`src/rtl/seven_seg_scan_driver.sv`:
```
// ----------------------------------------------------------------------------
// seven_seg_scan_driver
//
// Time-multiplexed driver for a 3-digit 7-segment display. The three BCD
// digits are latched once per scan frame (on the slot-2 -> slot-0 tick) so a
// frame never shows a mix of old and new digits. Each digit slot lasts
// REFRESH_DIV clocks; the first GUARD clocks of every slot keep all digit
// enables off to suppress ghosting. Optional leading-zero blanking.
//
// Parameters
//   REFRESH_DIV  clk cycles per digit slot (>= 2)
//   GUARD        enable-off cycles at the start of each slot (< REFRESH_DIV)
//   ACTIVE_LOW   1: seg/an inverted at the pins (common anode), 0: active-high
//
// Ports
//   clk          system clock
//   rst          asynchronous, active-high reset
//   digit0       units BCD digit
//   digit1       tens BCD digit
//   digit2       hundreds BCD digit
//   blank_lz     1 = blank leading zeros
//   seg          segments, seg[0]=a ... seg[6]=g
//   an           digit enables, an[i] drives digit i
//   frame_start  one-cycle pulse after a new frame is latched
// ----------------------------------------------------------------------------
module seven_seg_scan_driver #(
    parameter int REFRESH_DIV = 50000,
    parameter int GUARD       = 4,
    parameter bit ACTIVE_LOW  = 1'b1
) (
    input  logic       clk,
    input  logic       rst,
    input  logic [3:0] digit0,
    input  logic [3:0] digit1,
    input  logic [3:0] digit2,
    input  logic       blank_lz,
    output logic [6:0] seg,
    output logic [2:0] an,
    output logic       frame_start
);

    localparam int CNT_W = (REFRESH_DIV > 2) ? $clog2(REFRESH_DIV) : 1;
    localparam int GRD_W = (GUARD > 0) ? $clog2(GUARD + 1) : 1;
    localparam logic [CNT_W-1:0] CNT_MAX  = CNT_W'(REFRESH_DIV - 1);
    localparam logic [GRD_W-1:0] GRD_LOAD = GRD_W'(GUARD);
    localparam logic [GRD_W-1:0] GRD_LAST = GRD_W'(1);

    // Logical segment pattern {g,f,e,d,c,b,a}; non-decimal codes show a dash.
    function automatic logic [6:0] decode(input logic [3:0] d);
        case (d)
            4'd0:    decode = 7'h3F;
            4'd1:    decode = 7'h06;
            4'd2:    decode = 7'h5B;
            4'd3:    decode = 7'h4F;
            4'd4:    decode = 7'h66;
            4'd5:    decode = 7'h6D;
            4'd6:    decode = 7'h7D;
            4'd7:    decode = 7'h07;
            4'd8:    decode = 7'h7F;
            4'd9:    decode = 7'h6F;
            default: decode = 7'h40;
        endcase
    endfunction

    function automatic logic [2:0] one_hot(input logic [1:0] i);
        one_hot = 3'b001 << i;
    endfunction

    logic [CNT_W-1:0] prescale;
    logic [1:0]       idx;
    logic [GRD_W-1:0] guard_cnt;
    // Only tens and hundreds are kept: the units digit is decoded on the very
    // edge that latches the frame, so the live input is the snapshot value.
    logic [3:0]       snap1;
    logic [3:0]       snap2;
    logic [6:0]       seg_q;
    logic [2:0]       an_q;
    logic             slot_blank;

    logic             tick;
    logic             new_frame;
    logic [1:0]       next_idx;
    logic [3:0]       sel_digit;
    logic             sel_blank;

    // NOTE: every signal assigned in always_comb gets a default first, so no
    // path through the block leaves it unassigned and no latch is inferred.
    always_comb begin
        tick      = (prescale == CNT_MAX);
        next_idx  = 2'd0;
        sel_digit = digit0;
        sel_blank = 1'b0;

        if (idx == 2'd0)      next_idx = 2'd1;
        else if (idx == 2'd1) next_idx = 2'd2;

        new_frame = tick && (idx == 2'd2);

        case (next_idx)
            2'd1: begin
                sel_digit = snap1;
                sel_blank = blank_lz && (snap2 == 4'd0) && (snap1 == 4'd0);
            end
            2'd2: begin
                sel_digit = snap2;
                sel_blank = blank_lz && (snap2 == 4'd0);
            end
            default: begin
                sel_digit = digit0;
                sel_blank = 1'b0;
            end
        endcase
    end

    // NOTE: sequential state uses non-blocking assignments so every register
    // samples the pre-edge values of the others, independent of statement order.
    always_ff @(posedge clk or posedge rst) begin
        if (rst) begin
            prescale    <= '0;
            idx         <= 2'd2;
            guard_cnt   <= '0;
            snap1       <= 4'd0;
            snap2       <= 4'd0;
            seg_q       <= 7'h00;
            an_q        <= 3'b000;
            slot_blank  <= 1'b0;
            frame_start <= 1'b0;
        end else begin
            prescale    <= tick ? '0 : prescale + 1'b1;
            frame_start <= new_frame;

            if (new_frame) begin
                snap1 <= digit1;
                snap2 <= digit2;
            end

            if (tick) begin
                idx        <= next_idx;
                seg_q      <= sel_blank ? 7'h00 : decode(sel_digit);
                slot_blank <= sel_blank;
                guard_cnt  <= GRD_LOAD;
                // With no guard interval the enable comes on with the new slot.
                an_q       <= (GUARD == 0 && !sel_blank) ? one_hot(next_idx) : 3'b000;
            end else if (guard_cnt != '0) begin
                guard_cnt <= guard_cnt - 1'b1;
                // Enable on the edge the counter reaches zero: exactly GUARD
                // off-cycles after the tick.
                if (guard_cnt == GRD_LAST && !slot_blank) begin
                    an_q <= one_hot(idx);
                end
            end
        end
    end

    assign seg = ACTIVE_LOW ? ~seg_q : seg_q;
    assign an  = ACTIVE_LOW ? ~an_q  : an_q;

endmodule

```
`config.mk`:
```
export PLATFORM = sky130hd
export DESIGN_NAME = seven_seg_scan_driver
export DESIGN_NICKNAME = d
export VERILOG_FILES = /design/src/rtl/seven_seg_scan_driver.sv
export SDC_FILE = /design/constraint.sdc
export NUM_CORES = 1
export LEC_CHECK = 0
export ABC_CLOCK_PERIOD_IN_PS = 1900
export CORE_AREA = 2 2 87 80
export CTS_CLUSTER_SIZE = 12
export DETAILED_ROUTE_END_ITERATION = 8
export DIE_AREA = 0 0 89 82
export GPL_TIMING_DRIVEN = 0
export PLACE_DENSITY = 0.58
export RECOVER_POWER = 50
export SKIP_CTS_REPAIR_TIMING = 1
export SYNTH_ARGS = -nofsm -noshare
export SYNTH_HDL_FRONTEND = slang
export SYNTH_SLANG_ARGS = --single-unit
```
`constraint.sdc`:
```
create_clock -name clk -period 1.9 [get_ports clk]
set_input_delay 0.38 -clock clk [delete_from_list [all_inputs] [get_ports clk]]
set_output_delay 0.38 -clock clk [all_outputs]
set_load 0.03 [all_outputs]
```
# ---- After elaboration in Yosys (flattened, before gate mapping)
# Memories as Yosys holds them, arrays and structs flattened.
# Index checks and enable logic that the tools add are counted.
dict set report word_totals {
  reg_bits 41
  romBits 112
  input_bits 15
  output_inout_bits 11
  word_cells 44
  mem_count 1
}
dict set report classes {
  add_sub_neg 2
  n_eq_ne 6
  shifts 1
  n_mux 11
  bitwise_logic 2
  reduce_logical 12
}
# name depth width read_ports rd_ports_with_merged_regs wr line
set memory_table {}
lappend memory_table {{(no name shown)} 16 7 1 0 0 50} ;# case (d)
# op n
set op_table {}
lappend op_table {{$add A16 B1 Y16 const B} 1}
lappend op_table {{$eq A16 B16 Y1 const B} 1}
lappend op_table {{$mux W16} 1}
lappend op_table {{$mux W3} 5}
lappend op_table {{$logic_not A4 Y1} 2}
lappend op_table {{$pmux W4 S2} 1}
lappend op_table {{$mux W7} 1}
lappend op_table {{$not A7 Y7} 1}
lappend op_table {{$eq A2 B1 Y1 const B} 2}
lappend op_table {{$eq A2 B2 Y1 const B} 2}
lappend op_table {{$logic_and A1 B1 Y1} 4}
lappend op_table {{$mux W2} 2}
lappend op_table {{$reduce_bool A2 Y1} 2}
lappend op_table {{$eq A3 B1 Y1 const B} 1}
lappend op_table {{$not A3 Y3} 1}
lappend op_table {{$reduce_bool A3 Y1} 1}
lappend op_table {{$shl A1 B2 Y3 const A} 1}
lappend op_table {{$sub A3 B1 Y3 const B} 1}
lappend op_table {{$logic_not A2 Y1} 1}
lappend op_table {{$pmux W1 S2} 1}
lappend op_table {{$reduce_and A2 Y1} 1}
lappend op_table {{$logic_not A1 Y1} 1}

# ---- Depth between registers and ports, before layout
# Gate-level depths: netlist of run 1.
# An unclocked memory read counts as a cell.
dict set report depth {
  ltp_word 7
  mapped_depth 8
  mapped_depth_nobuf 7
}

# ---- Worst setup path before layout of run 1
# OpenSTA, ideal clock, no wires.
dict set report synth_timing {
  kind {reg-to-reg}
  startpoint {reg idx[1]}
  endpoint {reg seg_q[6]}
  setup_time_ns 0.083
  arrival_ns 1.731
  t_required_ns 1.817
  slack_ns 0.087
  path_stages_with_launch 8
  path_buffers 1
  synth_period_minus_slack_ns 1.813
  cell_sequence {dfstp_2 > buf_2 > mux2i_1 > inv_1 > ha_1 > o21ai_0 > a21oi_1 > o22ai_1}
}
dict set report synth_via {
  elab_chain_cells 7
  elab_cells_between_ends 10
  classes_between {3 x eq/ne; 5 x mux; 1 x reduce/logical; 1 x memory}
}
# item line
set synth_lines {}
lappend synth_lines {{from (decl)} 70} ;# logic [1:0] idx;
lappend synth_lines {{from (signal assigned)} 138} ;# idx <= next_idx;
lappend synth_lines {{$eq A2 B1 Y1} 95} ;# else if (idx == 2'd1) next_idx = 2'd2;
lappend synth_lines {{$mux W2} 95}
lappend synth_lines {{$mux W2 *} 94} ;# if (idx == 2'd0) next_idx = 2'd1;
lappend synth_lines {{$eq A2 B2 Y1 / $eq A2 B1 Y1 (equally long branches)} 99} ;# case (next_idx)
lappend synth_lines {{$pmux W4 S2} 99}
lappend synth_lines {{$mem_v2 Z16 W7} n/a}
lappend synth_lines {{$mux W7 *} 139} ;# seg_q <= sel_blank ? 7'h00 : decode(sel_digit);
lappend synth_lines {{to (signal assigned)} 139}
lappend synth_lines {{to (decl)} 76} ;# logic [6:0] seg_q;
# Mark *: on every way between the ends. The rest lies on a longest branch, timed or not.
# A chain may end at the register's enable or synchronous reset.

# ---- Final worst setup path of run 1
dict set report layout_timing {
  startpoint {reg an_q[1]}
  endpoint {out an[1]}
}
dict set report layout_via {
  elab_chain_cells 1
}
# item line
set layout_lines {}
lappend layout_lines {{from (decl)} 77} ;# logic [2:0] an_q;
lappend layout_lines {{from (signal assigned)} 143} ;# an_q <= (GUARD == 0 && !sel_blank) ? one_hot(next_idx) : 3'b000;
lappend layout_lines {{from (signal assigned)} 149} ;# an_q <= one_hot(idx);
lappend layout_lines {{$not A3 Y3} 156} ;# assign an = ACTIVE_LOW ? ~an_q : an_q;
lappend layout_lines {{to (decl)} 38} ;# output logic [2:0] an,
# No other way between the ends.

==> insert_results.sql, run 1 <==
INSERT INTO impl_metrics (metric_group, metric, value, unit) VALUES
('power', 'combPwrFrac', '0.031', ''),
('synthesis', 'synthesis.area', '2180', 'µm²'),
('cts', 'clock_tree.root_cell', 'sky130_fd_sc_hd__clkbuf_8', ''),
('power', 'cellLeakagePower', '1.23', 'nW'),
('route', 'wl_per_cell', '12.2', 'µm'),
('layout', 'ratio_of_cells_with_drive_above_1_in_the_final_layout', '0.205', ''),
('job', 'drv.max_cap_violation_count', '0', ''),
('die', 'chipHeight', '82', 'µm'),
('cts', 'clkSlewWorstSetupHoldPaths', '0.07', 'ns'),
('sta', 'largest_clock_skew_in_the_final_design', '0.00854', 'ns'),
('route', 'routed-via-count', '1511', ''),
('sta', 'rsz0062_at_grt', 'true', ''),
('synthesis', 'syn_nets', '220', ''),
('grt', 'via_count_of_the_first_global_routing_pass', '1529', ''),
('power', 'switching_power', '0.318', 'mW'),
('critical_path', 'reg2reg_from', 'idx[1]', ''),
('cts', 'tritoncts', 'done', ''),
('cts', 'numCtsBuffers', '5', ''),
('synthesis', 'ff_latch_count_synth', '41', ''),
('die', 'initial_core_util', '0.338', ''),
('power', 'power_per_cell_area', '555', 'nW/µm²'),
('power', 'ir_drop_worst_case_vdd', '0.000272', 'V'),
('layout', 'area_delta_synth_final', '27.9', '%'),
('sta', 'layout_min_cycle_time', '1.80', 'ns'),
('sta', 'setup_viol_count_final', '0', ''),
('synthesis', 'ys_seq_area_frac', '0.472', ''),
('sta', 'final_hold_viol_count', '0', ''),
('placed_design', 'dp_hpwl', '2940', 'µm'),
('synthesis', 'ys.warnings.count', '0', ''),
('grt', 'antenna_violations_before_repair', '0', ''),
('outcome', 'run_status', 'finished, final reports clean', ''),
('synthesis', 'synth.mux.area_fraction', '0.0983', ''),
('layout', 'layout.nets', '262', ''),
('power', 'power.sequential.fraction', '0.565', ''),
('power', 'share_clk_of_total_power', '0.404', ''),
('cts', 'clock-sinks', '41', ''),
('layout', 'cell_count_final_fillers_out', '329', ''),
('synthesis', 'synth_top_family_by_area', 'simple AND/OR/NAND/NOR gates', ''),
('placed_design', 'buffers_on_ports', '25', ''),
('sta', 'timing_worst_slew_pin_value', '0.982', 'ns'),
('layout', 'antenna_cells', '0', ''),
('grt', 'grt.overflow.total', '0', ''),
('route', 'detail_route.vias_per_cell', '4.59', ''),
('grt', 'grt_start_max_net_pins', '41', ''),
('route', 'drt_first_pass_iters', '4', ''),
('critical_path', 'ff2ff_setup_slack', '0.11', 'ns'),
('route', 'post-route-drc-count', '0', ''),
('synthesis', 'synth_fa_ha_area_frac', '0.0517', ''),
('layout', 'most_common_cell_after_layout_fill_and_taps_aside', 'sky130_fd_sc_hd__dfrtp_1', ''),
('layout', 'commonest_cells_after_routing_fill_and_taps_aside', 'sky130_fd_sc_hd__dfrtp_1, sky130_fd_sc_hd__clkdlybuf4s50_1, sky130_fd_sc_hd__nor2_1', ''),
('route', 'dr.first_iter.drc_count', '42', ''),
('synthesis', 'syn_inst', '196', ''),
('synthesis', 'synthesis.area_per_instance', '11.1', 'µm²'),
('sta', 'worst_slew_margin', '0.345', ''),
('critical_path', 'r2r_cells', '7', ''),
('power', 'p_sw_frac', '0.206', ''),
('sta', 'fmax', '557', 'MHz'),
('layout', 'layout.area.seq', '1030', 'µm²'),
('critical_path', 'critical_path.reg2reg.endpoint', 'seg_q[0]', ''),
('die', 'coreArea', '6450', 'µm²'),
('layout', 'multi_input_area', '1080', 'µm²'),
('critical_path', 'required', '1.52', 'ns'),
('cts', 'htree_levels', '2', ''),
('synthesis', 'yosysUniqueCellTypes', '40', ''),
('die', 'floorplan.rows', '28', ''),
('sta', 'finalMaxSlewViolations', '0', ''),
('placed_design', 'placedCellCount', '312', ''),
('critical_path', 'critPathKind', 'flop to output pin', ''),
('critical_path', 'worst_setup_path_end_kind', 'output pin', ''),
('layout', 'nFillCells', '658', ''),
('synthesis', 'yosys.area_share.simple', '0.187', '');
==> synthesized netlist by cell type <==
| library cell | number | area, µm² |
|---|---|---|
| sky130_fd_sc_hd__a2111oi_2 | 1 | 15.0 |
| sky130_fd_sc_hd__a211o_1 | 1 | 8.76 |
| sky130_fd_sc_hd__a21oi_1 | 6 | 30.0 |
| sky130_fd_sc_hd__and2_1 | 4 | 25.0 |
| sky130_fd_sc_hd__and3_1 | 2 | 12.5 |
| sky130_fd_sc_hd__and4_1 | 3 | 26.3 |
| sky130_fd_sc_hd__buf_2 | 2 | 10.0 |
| sky130_fd_sc_hd__buf_4 | 2 | 15.0 |
| sky130_fd_sc_hd__buf_6 | 2 | 22.5 |
| sky130_fd_sc_hd__dfrtp_1 | 40 | 1000 |
| sky130_fd_sc_hd__dfstp_2 | 1 | 26.3 |
| sky130_fd_sc_hd__ha_1 | 9 | 113 |
| sky130_fd_sc_hd__inv_1 | 17 | 63.8 |
| sky130_fd_sc_hd__mux2_1 | 9 | 101 |
| sky130_fd_sc_hd__mux2_4 | 2 | 30.0 |
| sky130_fd_sc_hd__mux2i_1 | 6 | 60.1 |
| sky130_fd_sc_hd__mux2i_4 | 1 | 22.5 |
| sky130_fd_sc_hd__nand2_1 | 12 | 45.0 |
| sky130_fd_sc_hd__nand2_2 | 1 | 6.26 |
| sky130_fd_sc_hd__nand2b_1 | 1 | 6.26 |
| sky130_fd_sc_hd__nand3_1 | 2 | 10.0 |
| sky130_fd_sc_hd__nand4_1 | 6 | 37.5 |
| sky130_fd_sc_hd__nor2_1 | 22 | 82.6 |
| sky130_fd_sc_hd__nor2_4 | 1 | 11.3 |
| sky130_fd_sc_hd__nor2b_1 | 2 | 12.5 |
| sky130_fd_sc_hd__nor3_1 | 3 | 15.0 |
| sky130_fd_sc_hd__nor4_1 | 2 | 12.5 |
| sky130_fd_sc_hd__nor4b_2 | 1 | 15.0 |
| sky130_fd_sc_hd__nor4b_4 | 1 | 23.8 |
| sky130_fd_sc_hd__nor4bb_4 | 2 | 50.1 |
| sky130_fd_sc_hd__o2111ai_1 | 1 | 8.76 |
| sky130_fd_sc_hd__o21a_1 | 2 | 15.0 |
| sky130_fd_sc_hd__o21ai_0 | 6 | 30.0 |
| sky130_fd_sc_hd__o21ai_1 | 1 | 5.00 |
| sky130_fd_sc_hd__o22ai_1 | 1 | 6.26 |
| sky130_fd_sc_hd__o22ai_2 | 5 | 62.6 |
| sky130_fd_sc_hd__or2_4 | 1 | 8.76 |
| sky130_fd_sc_hd__or4_1 | 1 | 7.51 |
| sky130_fd_sc_hd__xnor2_1 | 9 | 78.8 |
| sky130_fd_sc_hd__xor2_1 | 5 | 43.8 |
==> metal layers <==
metal,vias to the layer above,wire length (µm),GRT usage
li1,755,-,-
met1,729,2030,0.173
met2,23,1820,0.199
met3,4,113,0.0312
met4,0,53,0.0403
met5,-,0,0
==> worst max-delay path by stage <==
stage / from / to / slack, ns / cells after the start
2_1_floorplan: idx[1] / seg_q[6] / 0.09 / 7
3_3_place_gp: rst / snap1[2] / -0.41 / 2
3_5_place_dp: prescale[0] / snap1[3] / -0.17 / 5
4_1_cts: prescale[0] / snap1[3] / -0.19 / 5
5_1_grt: prescale[10] / snap1[3] / -0.004 / 5
6_report: an_q[1] / an[1] / 0.10 / 2
==> registers in the layout (all words and copies together) (netlist names) <==
name and count:
an_q 3, frame_start 1, guard_cnt 3, idx 2
prescale 16, seg_q 7, slot_blank 1, snap1 4
snap2 4
==> metrics by stage <==
step	cell area [µm²]	power, mW	utilization	TNS (ns)	hold slack [ns]
2_1_floorplan	2180	0.902	-	0	0.424
3_3_place_gp	2540	0.939	0.394	-17.80	0.441
3_5_place_dp	2560	0.944	0.397	-1.73	0.452
4_1_cts	2660	1.57	0.413	-1.91	0.254
5_1_grt	2780	1.61	0.432	-0.00722	0.381
6_report	2780	1.54	0.432	0	0.371
==> cell families (layout without fill, tap and decap cells) <==
family / Yosys count / after routing
AOI/OAI and AO/OA: 24 / 24
muxes: 18 / 18
xor gates and xnor gates: 14 / 14
DFF: 41 / 41
and+or+nand+nor: 67 / 67
adders and majority gates: 9 / 9
buffers and inverters: 23 / 66
==> cell type report <==
cell class	instances	share of cell area
buffer	6	0.0193
clock buffer	7	0.0346
clock inverter	1	0.00180
inverter	17	0.0229
multi-input combinational	132	0.390
sequential	41	0.371
tap	90	0.0404
timing repair buffer	35	0.120
==> critical path, cell delays in order, from the launching register on <==
cell and delay (ns):
sky130_fd_sc_hd__dfrtp_1 0.36, sky130_fd_sc_hd__inv_1 0.09, sky130_fd_sc_hd__clkdlybuf4s50_1 0.68
==> power groups by stage <==
stage / combinational, mW / sequential (mW) / clock, mW
floorplan: 0.0131 / 0.889 / 0
global placement: 0.0498 / 0.889 / 0
detailed placement: 0.0548 / 0.889 / 0
CTS: 0.0547 / 0.872 / 0.648
global route: 0.0544 / 0.872 / 0.687
finish: 0.0476 / 0.872 / 0.624
Power figures use the tool's default switching activity.
==> run 2, diff against run 1 <==
--- a/config.mk
+++ b/config.mk
@@ -7,6 +7,7 @@
 export LEC_CHECK = 0
 export ABC_CLOCK_PERIOD_IN_PS = 1900
 export CORE_AREA = 2 2 87 80
+export CTS_BUF_LIST = sky130_fd_sc_hd__clkbuf_16
 export CTS_CLUSTER_SIZE = 12
 export DETAILED_ROUTE_END_ITERATION = 8
 export DIE_AREA = 0 0 89 82
==> constraint.sdc (replaced) <==
create_clock -name clk -period 1.9 [get_ports clk]
set_input_delay 0.19 -clock clk [delete_from_list [all_inputs] [get_ports clk]]
set_output_delay 0.19 -clock clk [all_outputs]
set_load 0.03 [all_outputs]
==> insert_results.sql, run 2 (synthesized netlist as in run 1, its figures left out) <==
INSERT INTO impl_metrics (metric_group, metric, value, unit) VALUES
('outcome', 'run_status', 'finished, final reports clean', ''),
('critical_path', 'worst_setup_path_end_kind', 'flop', ''),
('layout', 'cell_count_final_fillers_out', '328', ''),
('route', 'wl_per_cell', '12.3', 'µm'),
('die', 'coreArea', '6450', 'µm²'),
('layout', 'final_core_util', '0.436', ''),
('route', 'drt_first_pass_iters', '4', ''),
('critical_path', 'arrival_time_at_the_worst_endpoint', '1.96', 'ns'),
('die', 'die_w', '89', 'µm'),
('sta', 'layout_min_cycle_time', '1.80', 'ns'),
('sta', 'final_hold_viol_count', '0', ''),
('power', 'power_per_cell_area', '612', 'nW/µm²'),
('cts', 'htree_levels', '2', ''),
('route', 'ant_nets', '0', ''),
('power', 'ir_drop_worst_case_vdd', '0.000297', 'V'),
('sta', 'setup_viol_count_final', '0', ''),
('critical_path', 'critPathKind', 'flop to flop', ''),
('job', 'drv.max_cap_violation_count', '0', ''),
('placed_design', 'buffers_on_ports', '25', ''),
('power', 'internal-power', '1.37', 'mW'),
('power', 'report.power.total', '1.72', 'mW'),
('die', 'floorplan.rows', '28', ''),
('die', 'chipHeight', '82', 'µm'),
('die', 'initial_core_util', '0.338', ''),
('power', 'p_sw_frac', '0.201', ''),
('layout', 'most_common_cell_after_layout_fill_and_taps_aside', 'sky130_fd_sc_hd__dfrtp_1', ''),
('placed_design', 'placedCellCount', '312', ''),
('cts', 'clock-sinks', '41', ''),
('sta', 'worst_slew_margin', '0.346', ''),
('power', 'share_clk_of_total_power', '0.464', ''),
('hold_path', 'holdCritPathClass', 'input port to asynchronous set/reset pin', ''),
('cts', 'clkSlewWorstSetupHoldPaths', '0.06', 'ns'),
('critical_path', 'timing.critical_path.fanout_max', '9', ''),
('die', 'i_o_pin_count', '26', ''),
('route', 'drt_wl_total', '4030', 'µm'),
('grt', 'antenna_violations_before_repair', '0', ''),
('sta', 'fmax', '556', 'MHz'),
('layout', 'final_cell_area', '2810', 'µm²'),
('power', 'cellLeakagePower', '1.25', 'nW'),
('sta', 'final.period_utilization', '0.947', ''),
('critical_path', 'ff2ff_setup_slack', '0.10', 'ns'),
('grt', 'grt.overflow.total', '0', ''),
('cts', 'cts-root-to-sink-buffers', '2', ''),
('sta', 'timing_worst_slew_pin_value', '0.981', 'ns'),
('critical_path', 'required', '2.06', 'ns'),
('route', 'post-route-drc-count', '0', ''),
('route', 'routed-via-count', '1520', ''),
('grt', 'grt_start_max_net_pins', '41', ''),
('critical_path', 'r2r_cells', '6', ''),
('layout', 'layout.nets', '261', ''),
('cts', 'tritoncts', 'done', ''),
('placed_design', 'dpl_cell_area', '2560', 'µm²'),
('power', 'switching_power', '0.346', 'mW'),
('layout', 'ratio_of_cells_with_drive_above_1_in_the_final_layout', '0.193', ''),
('critical_path', 'critical_path.reg2reg.endpoint', 'snap1[3]', ''),
('sta', 'setup_tns_final', '0', 'ns'),
('power', 'combPwrFrac', '0.028', ''),
('power', 'power.sequential.fraction', '0.508', ''),
('grt', 'grtUsageTotal', '0.130', ''),
('route', 'dr.first_iter.drc_count', '26', ''),
('layout', 'area_delta_synth_final', '29.0', '%'),
('placed_design', 'dp_hpwl', '2940', 'µm'),
('cts', 'clock_insertion_delay_at_the_later_pin_of_the_skew_report', '0.28', 'ns'),
('layout', 'reg.largest.list', 'prescale x16, seg_q x7', ''),
('layout', 'commonest_cells_after_routing_fill_and_taps_aside', 'sky130_fd_sc_hd__dfrtp_1, sky130_fd_sc_hd__clkdlybuf4s50_1, sky130_fd_sc_hd__nor2_1', ''),
('die', 'die_area', '7300', 'µm²'),
('sta', 'rsz0062_at_grt', 'true', ''),
('route', 'detail_route.vias_per_cell', '4.63', ''),
('grt', 'grt_pass1_wl', '7180', 'µm'),
('layout', 'antenna_cells', '0', ''),
('layout', 'largest_register_ffs', '16', ''),
('critical_path', 'critical_path.startpoint_type', 'flop', ''),
('sta', 'finalMaxSlewViolations', '0', ''),
('critical_path', 'reg2reg_from', 'prescale[0]', ''),
('grt', 'via_count_of_the_first_global_routing_pass', '1528', ''),
('layout', 'max_flop_register', 'prescale', ''),
('sta', 'largest_clock_skew_in_the_final_design', '0.00556', 'ns'),
('cts', 'clock_tree.root_cell', 'sky130_fd_sc_hd__clkbuf_16', ''),
('placed_design', 'finalWeightedCongestion', '0.740', ''),
('cts', 'numCtsBuffers', '5', '');
run 2: cell types whose count changed in the layout (fill, tap and decap cells not counted):
cell,before,now
sky130_fd_sc_hd__and3_2,0,1
sky130_fd_sc_hd__and3_4,1,0
sky130_fd_sc_hd__buf_4,10,9
sky130_fd_sc_hd__clkbuf_16,0,5
sky130_fd_sc_hd__clkbuf_8,7,0
sky130_fd_sc_hd__clkinv_1,0,2
run 2: power by group through the flow:
| stage | clock [mW] | combinational, mW | sequential (mW) |
|---|---|---|---|
| global placement | 0 | 0.0498 | 0.889 |
| global route | 0.863 | 0.0544 | 0.873 |
| CTS | 0.823 | 0.0547 | 0.873 |
| floorplan | 0 | 0.0131 | 0.889 |
| finish | 0.798 | 0.0476 | 0.873 |
| detailed placement | 0 | 0.0548 | 0.889 |
run 2: worst max-delay path by stage:
| stage | startpoint | to | slack, ns | cells past startpoint |
|---|---|---|---|---|
| final | prescale[0] | snap1[3] | 0.10 | 6 |
| after global placement | rst | snap1[2] | -0.22 | 2 |
| after floorplan | idx[1] | seg_q[6] | 0.09 | 7 |
| after CTS | prescale[0] | snap1[3] | -0.19 | 5 |
| after detailed placement | prescale[0] | snap1[3] | -0.17 | 5 |
| after global routing | prescale[10] | snap1[3] | -0.009 | 5 |
run 2: critical path, cell delays in order (launching register included):
cell and delay [ns]:
sky130_fd_sc_hd__dfrtp_1 0.40, sky130_fd_sc_hd__ha_4 0.18, sky130_fd_sc_hd__and3_2 0.23, sky130_fd_sc_hd__nand4_1 0.22, sky130_fd_sc_hd__nor2_4 0.18, sky130_fd_sc_hd__buf_12 0.14, sky130_fd_sc_hd__mux2_1 0.32
run 2: metrics by stage:
| stage | hold slack [ns] | setup WS (ns) |
|---|---|---|
| 4_1_cts | 0.0808 | -0.190 |
| 6_report | 0.195 | 0.101 |
| 3_3_place_gp | 0.441 | -0.219 |
| 2_1_floorplan | 0.307 | 0.0866 |
| 5_1_grt | 0.209 | -0.00899 |
| 3_5_place_dp | 0.379 | -0.173 |
run 2: cell type report:
type                            count  area (µm²)
Fill cell                         657        3640
Multi-Input combinational cell    132        1080
Sequential cell                    41        1030
Timing Repair Buffer               34         328
Clock buffer                        5         125
Tap cell                           90         113
Inverter                           17        63.8
Buffer                              6        53.8
Clock inverter                      3        12.5
run 2: metal layers:
layer	track usage	wire length [µm]
met5	0	0
met4	0.0537	82
met3	0.0372	121
met2	0.199	1780
met1	0.173	2040
==> run 3, diff against run 2 <==
--- a/config.mk
+++ b/config.mk
@@ -14,6 +14,7 @@
 export GPL_TIMING_DRIVEN = 0
 export PLACE_DENSITY = 0.58
 export RECOVER_POWER = 50
+export REMOVE_ABC_BUFFERS = 1
 export SKIP_CTS_REPAIR_TIMING = 1
 export SYNTH_ARGS = -nofsm -noshare
 export SYNTH_HDL_FRONTEND = slang
==> insert_results.sql, run 3 (synthesized netlist as in run 1, its figures left out) <==
INSERT INTO impl_metrics (metric_group, metric, value, unit) VALUES
('outcome', 'run_status', 'finished, final reports clean', ''),
('placed_design', 'dp_hpwl', '2740', 'µm'),
('hold_path', 'holdCritPathClass', 'input port to flop', ''),
('sta', 'final_hold_viol_count', '0', ''),
('route', 'drt_first_pass_iters', '4', ''),
('grt', 'grt_start_max_net_pins', '42', ''),
('route', 'ant_nets', '0', ''),
('layout', 'cell_count_final_fillers_out', '322', ''),
('sta', 'layout_min_cycle_time', '1.86', 'ns'),
('die', 'i_o_pin_count', '26', ''),
('power', 'internal-power', '1.37', 'mW'),
('sta', 'rsz0062_at_grt', 'true', ''),
('die', 'chipHeight', '82', 'µm'),
('cts', 'clock_tree.root_cell', 'sky130_fd_sc_hd__clkbuf_16', ''),
('cts', 'htree_levels', '2', ''),
('power', 'power.sequential.fraction', '0.509', ''),
('sta', 'final.period_utilization', '0.978', ''),
('critical_path', 'critical_path.reg2reg.endpoint', 'snap2[2]', ''),
('critical_path', 'reg2reg_from', 'prescale[12]', ''),
('layout', 'largest_register_ffs', '16', ''),
('route', 'drt_wl_total', '4200', 'µm'),
('layout', 'layout.nets', '255', ''),
('power', 'combPwrFrac', '0.027', ''),
('sta', 'setup_viol_count_final', '0', ''),
('layout', 'nFillCells', '636', ''),
('job', 'drv.max_cap_violation_count', '0', ''),
('placed_design', 'buffers_on_ports', '25', ''),
('cts', 'cts-root-to-sink-buffers', '2', ''),
('power', 'share_clk_of_total_power', '0.464', ''),
('layout', 'area_delta_synth_final', '25.6', '%'),
('placed_design', 'finalWeightedCongestion', '0.725', ''),
('sta', 'timing_worst_slew_pin_value', '0.848', 'ns'),
('grt', 'grtUsageTotal', '0.119', ''),
('critical_path', 'ff2ff_setup_slack', '0.04', 'ns'),
('cts', 'tritoncts', 'done', ''),
('grt', 'grt_pass1_wl', '6690', 'µm'),
('placed_design', 'place_worst_setup_slack', '-0.745', 'ns'),
('layout', 'commonest_cells_after_routing_fill_and_taps_aside', 'sky130_fd_sc_hd__dfrtp_1, sky130_fd_sc_hd__clkdlybuf4s50_1, sky130_fd_sc_hd__nor2_1', ''),
('route', 'detail_route.vias_per_cell', '4.64', ''),
('route', 'wl_per_cell', '13.0', 'µm'),
('die', 'coreArea', '6450', 'µm²'),
('cts', 'clock-sinks', '41', ''),
('die', 'die_w', '89', 'µm'),
('power', 'power_per_cell_area', '628', 'nW/µm²'),
('route', 'routed-via-count', '1493', ''),
('die', 'floorplan.rows', '28', ''),
('grt', 'antenna_violations_before_repair', '0', ''),
('sta', 'fin_ws', '0.0418', 'ns'),
('critical_path', 'crit_path_from', 'prescale[12]', ''),
('cts', 'clock_insertion_delay_at_the_later_pin_of_the_skew_report', '0.28', 'ns'),
('die', 'initial_core_util', '0.338', ''),
('critical_path', 'r2r_cells', '6', ''),
('power', 'p_sw_frac', '0.199', ''),
('layout', 'reg.largest.list', 'prescale x16, seg_q x7', ''),
('grt', 'via_count_of_the_first_global_routing_pass', '1407', ''),
('layout', 'antenna_cells', '0', ''),
('critical_path', 'arrival_time_at_the_worst_endpoint', '2.02', 'ns'),
('sta', 'largest_clock_skew_in_the_final_design', '0.00707', 'ns'),
('power', 'switching_power', '0.342', 'mW'),
('route', 'post-route-drc-count', '0', ''),
('critical_path', 'worst_setup_path_end_kind', 'flop', ''),
('sta', 'worst_slew_margin', '0.434', ''),
('grt', 'grt.overflow.total', '0', ''),
('power', 'report.power.total', '1.72', 'mW'),
('layout', 'most_common_cell_after_layout_fill_and_taps_aside', 'sky130_fd_sc_hd__dfrtp_1', ''),
('route', 'dr.first_iter.drc_count', '35', ''),
('sta', 'fmax', '538', 'MHz'),
('cts', 'clkSlewWorstSetupHoldPaths', '0.06', 'ns'),
('layout', 'max_flop_register', 'prescale', ''),
('critical_path', 'timing.critical_path.to', 'snap2[2]', ''),
('power', 'ir_drop_worst_case_vdd', '0.000356', 'V'),
('critical_path', 'required', '2.06', 'ns'),
('critical_path', 'critical_path.startpoint_type', 'flop', ''),
('placed_design', 'placedCellCount', '305', ''),
('sta', 'finalMaxSlewViolations', '0', ''),
('critical_path', 'timing.critical_path.fanout_max', '4', ''),
('layout', 'ratio_of_cells_with_drive_above_1_in_the_final_layout', '0.177', ''),
('die', 'die_area', '7300', 'µm²'),
('cts', 'numCtsBuffers', '5', ''),
('critical_path', 'critPathKind', 'flop to flop', ''),
('power', 'cellLeakagePower', '1.21', 'nW');
-- run 3: per-layer routing --
| layer | track usage | routed length, µm | vias to the layer above |
|---|---|---|---|
| li1 | - | - | 746 |
| met1 | 0.172 | 2220 | 719 |
| met2 | 0.173 | 1790 | 23 |
| met3 | 0.0281 | 136 | 5 |
| met4 | 0.0448 | 42 | 0 |
| met5 | 0 | 0 | - |
-- run 3: power groups by stage --
stage                     Combinational [mW]  Clock (mW)  Sequential, mW
final                                 0.0466       0.797           0.873
after global routing                  0.0516       0.856           0.873
after CTS                             0.0487       0.821           0.873
after detailed placement              0.0485           0           0.889
after global placement                0.0479           0           0.889
after floorplan                       0.0131           0           0.889
-- run 3: how the worst min path moves through the flow --
| stage | startpoint | to | depth (start not counted) |
|---|---|---|---|
| global route | digit2[3] | snap2[3] | 3 |
| detailed placement | prescale[0] | prescale[0] | 1 |
| global placement | prescale[0] | prescale[0] | 1 |
| finish | digit2[3] | snap2[3] | 3 |
| floorplan | digit2[3] | snap2[3] | 2 |
| CTS | rst | prescale[13] | 2 |
-- run 3: cell type report --
class	instances	area [µm²]	area share
tap	90	113	0.0412
clock buffer	5	125	0.0458
timing repair buffer	33	310	0.114
clock inverter	3	13.8	0.00503
sequential	41	1030	0.378
multi-input combinational	133	1070	0.393
inverter	17	63.8	0.0233
-- run 3: critical path, stage by stage, from the launching register on --
cell and delay, ns:
sky130_fd_sc_hd__dfrtp_1 0.44, sky130_fd_sc_hd__nor4bb_4 0.40, sky130_fd_sc_hd__nand4_1 0.15, sky130_fd_sc_hd__buf_4 0.19, sky130_fd_sc_hd__nor2_4 0.09, sky130_fd_sc_hd__buf_4 0.15, sky130_fd_sc_hd__mux2_1 0.32
-- run 3: stage by stage --
step                      TNS, ns  hold WS [ns]  utilization  area [µm²]
after global routing       -0.359         0.468        0.424        2730
after detailed placement    -9.70         0.458        0.387        2490
after global placement     -15.41         0.447        0.387        2490
after floorplan             -1.03         0.307            -        2130
after CTS                  -10.20         0.453        0.408        2630
final                           0         0.462        0.424        2730
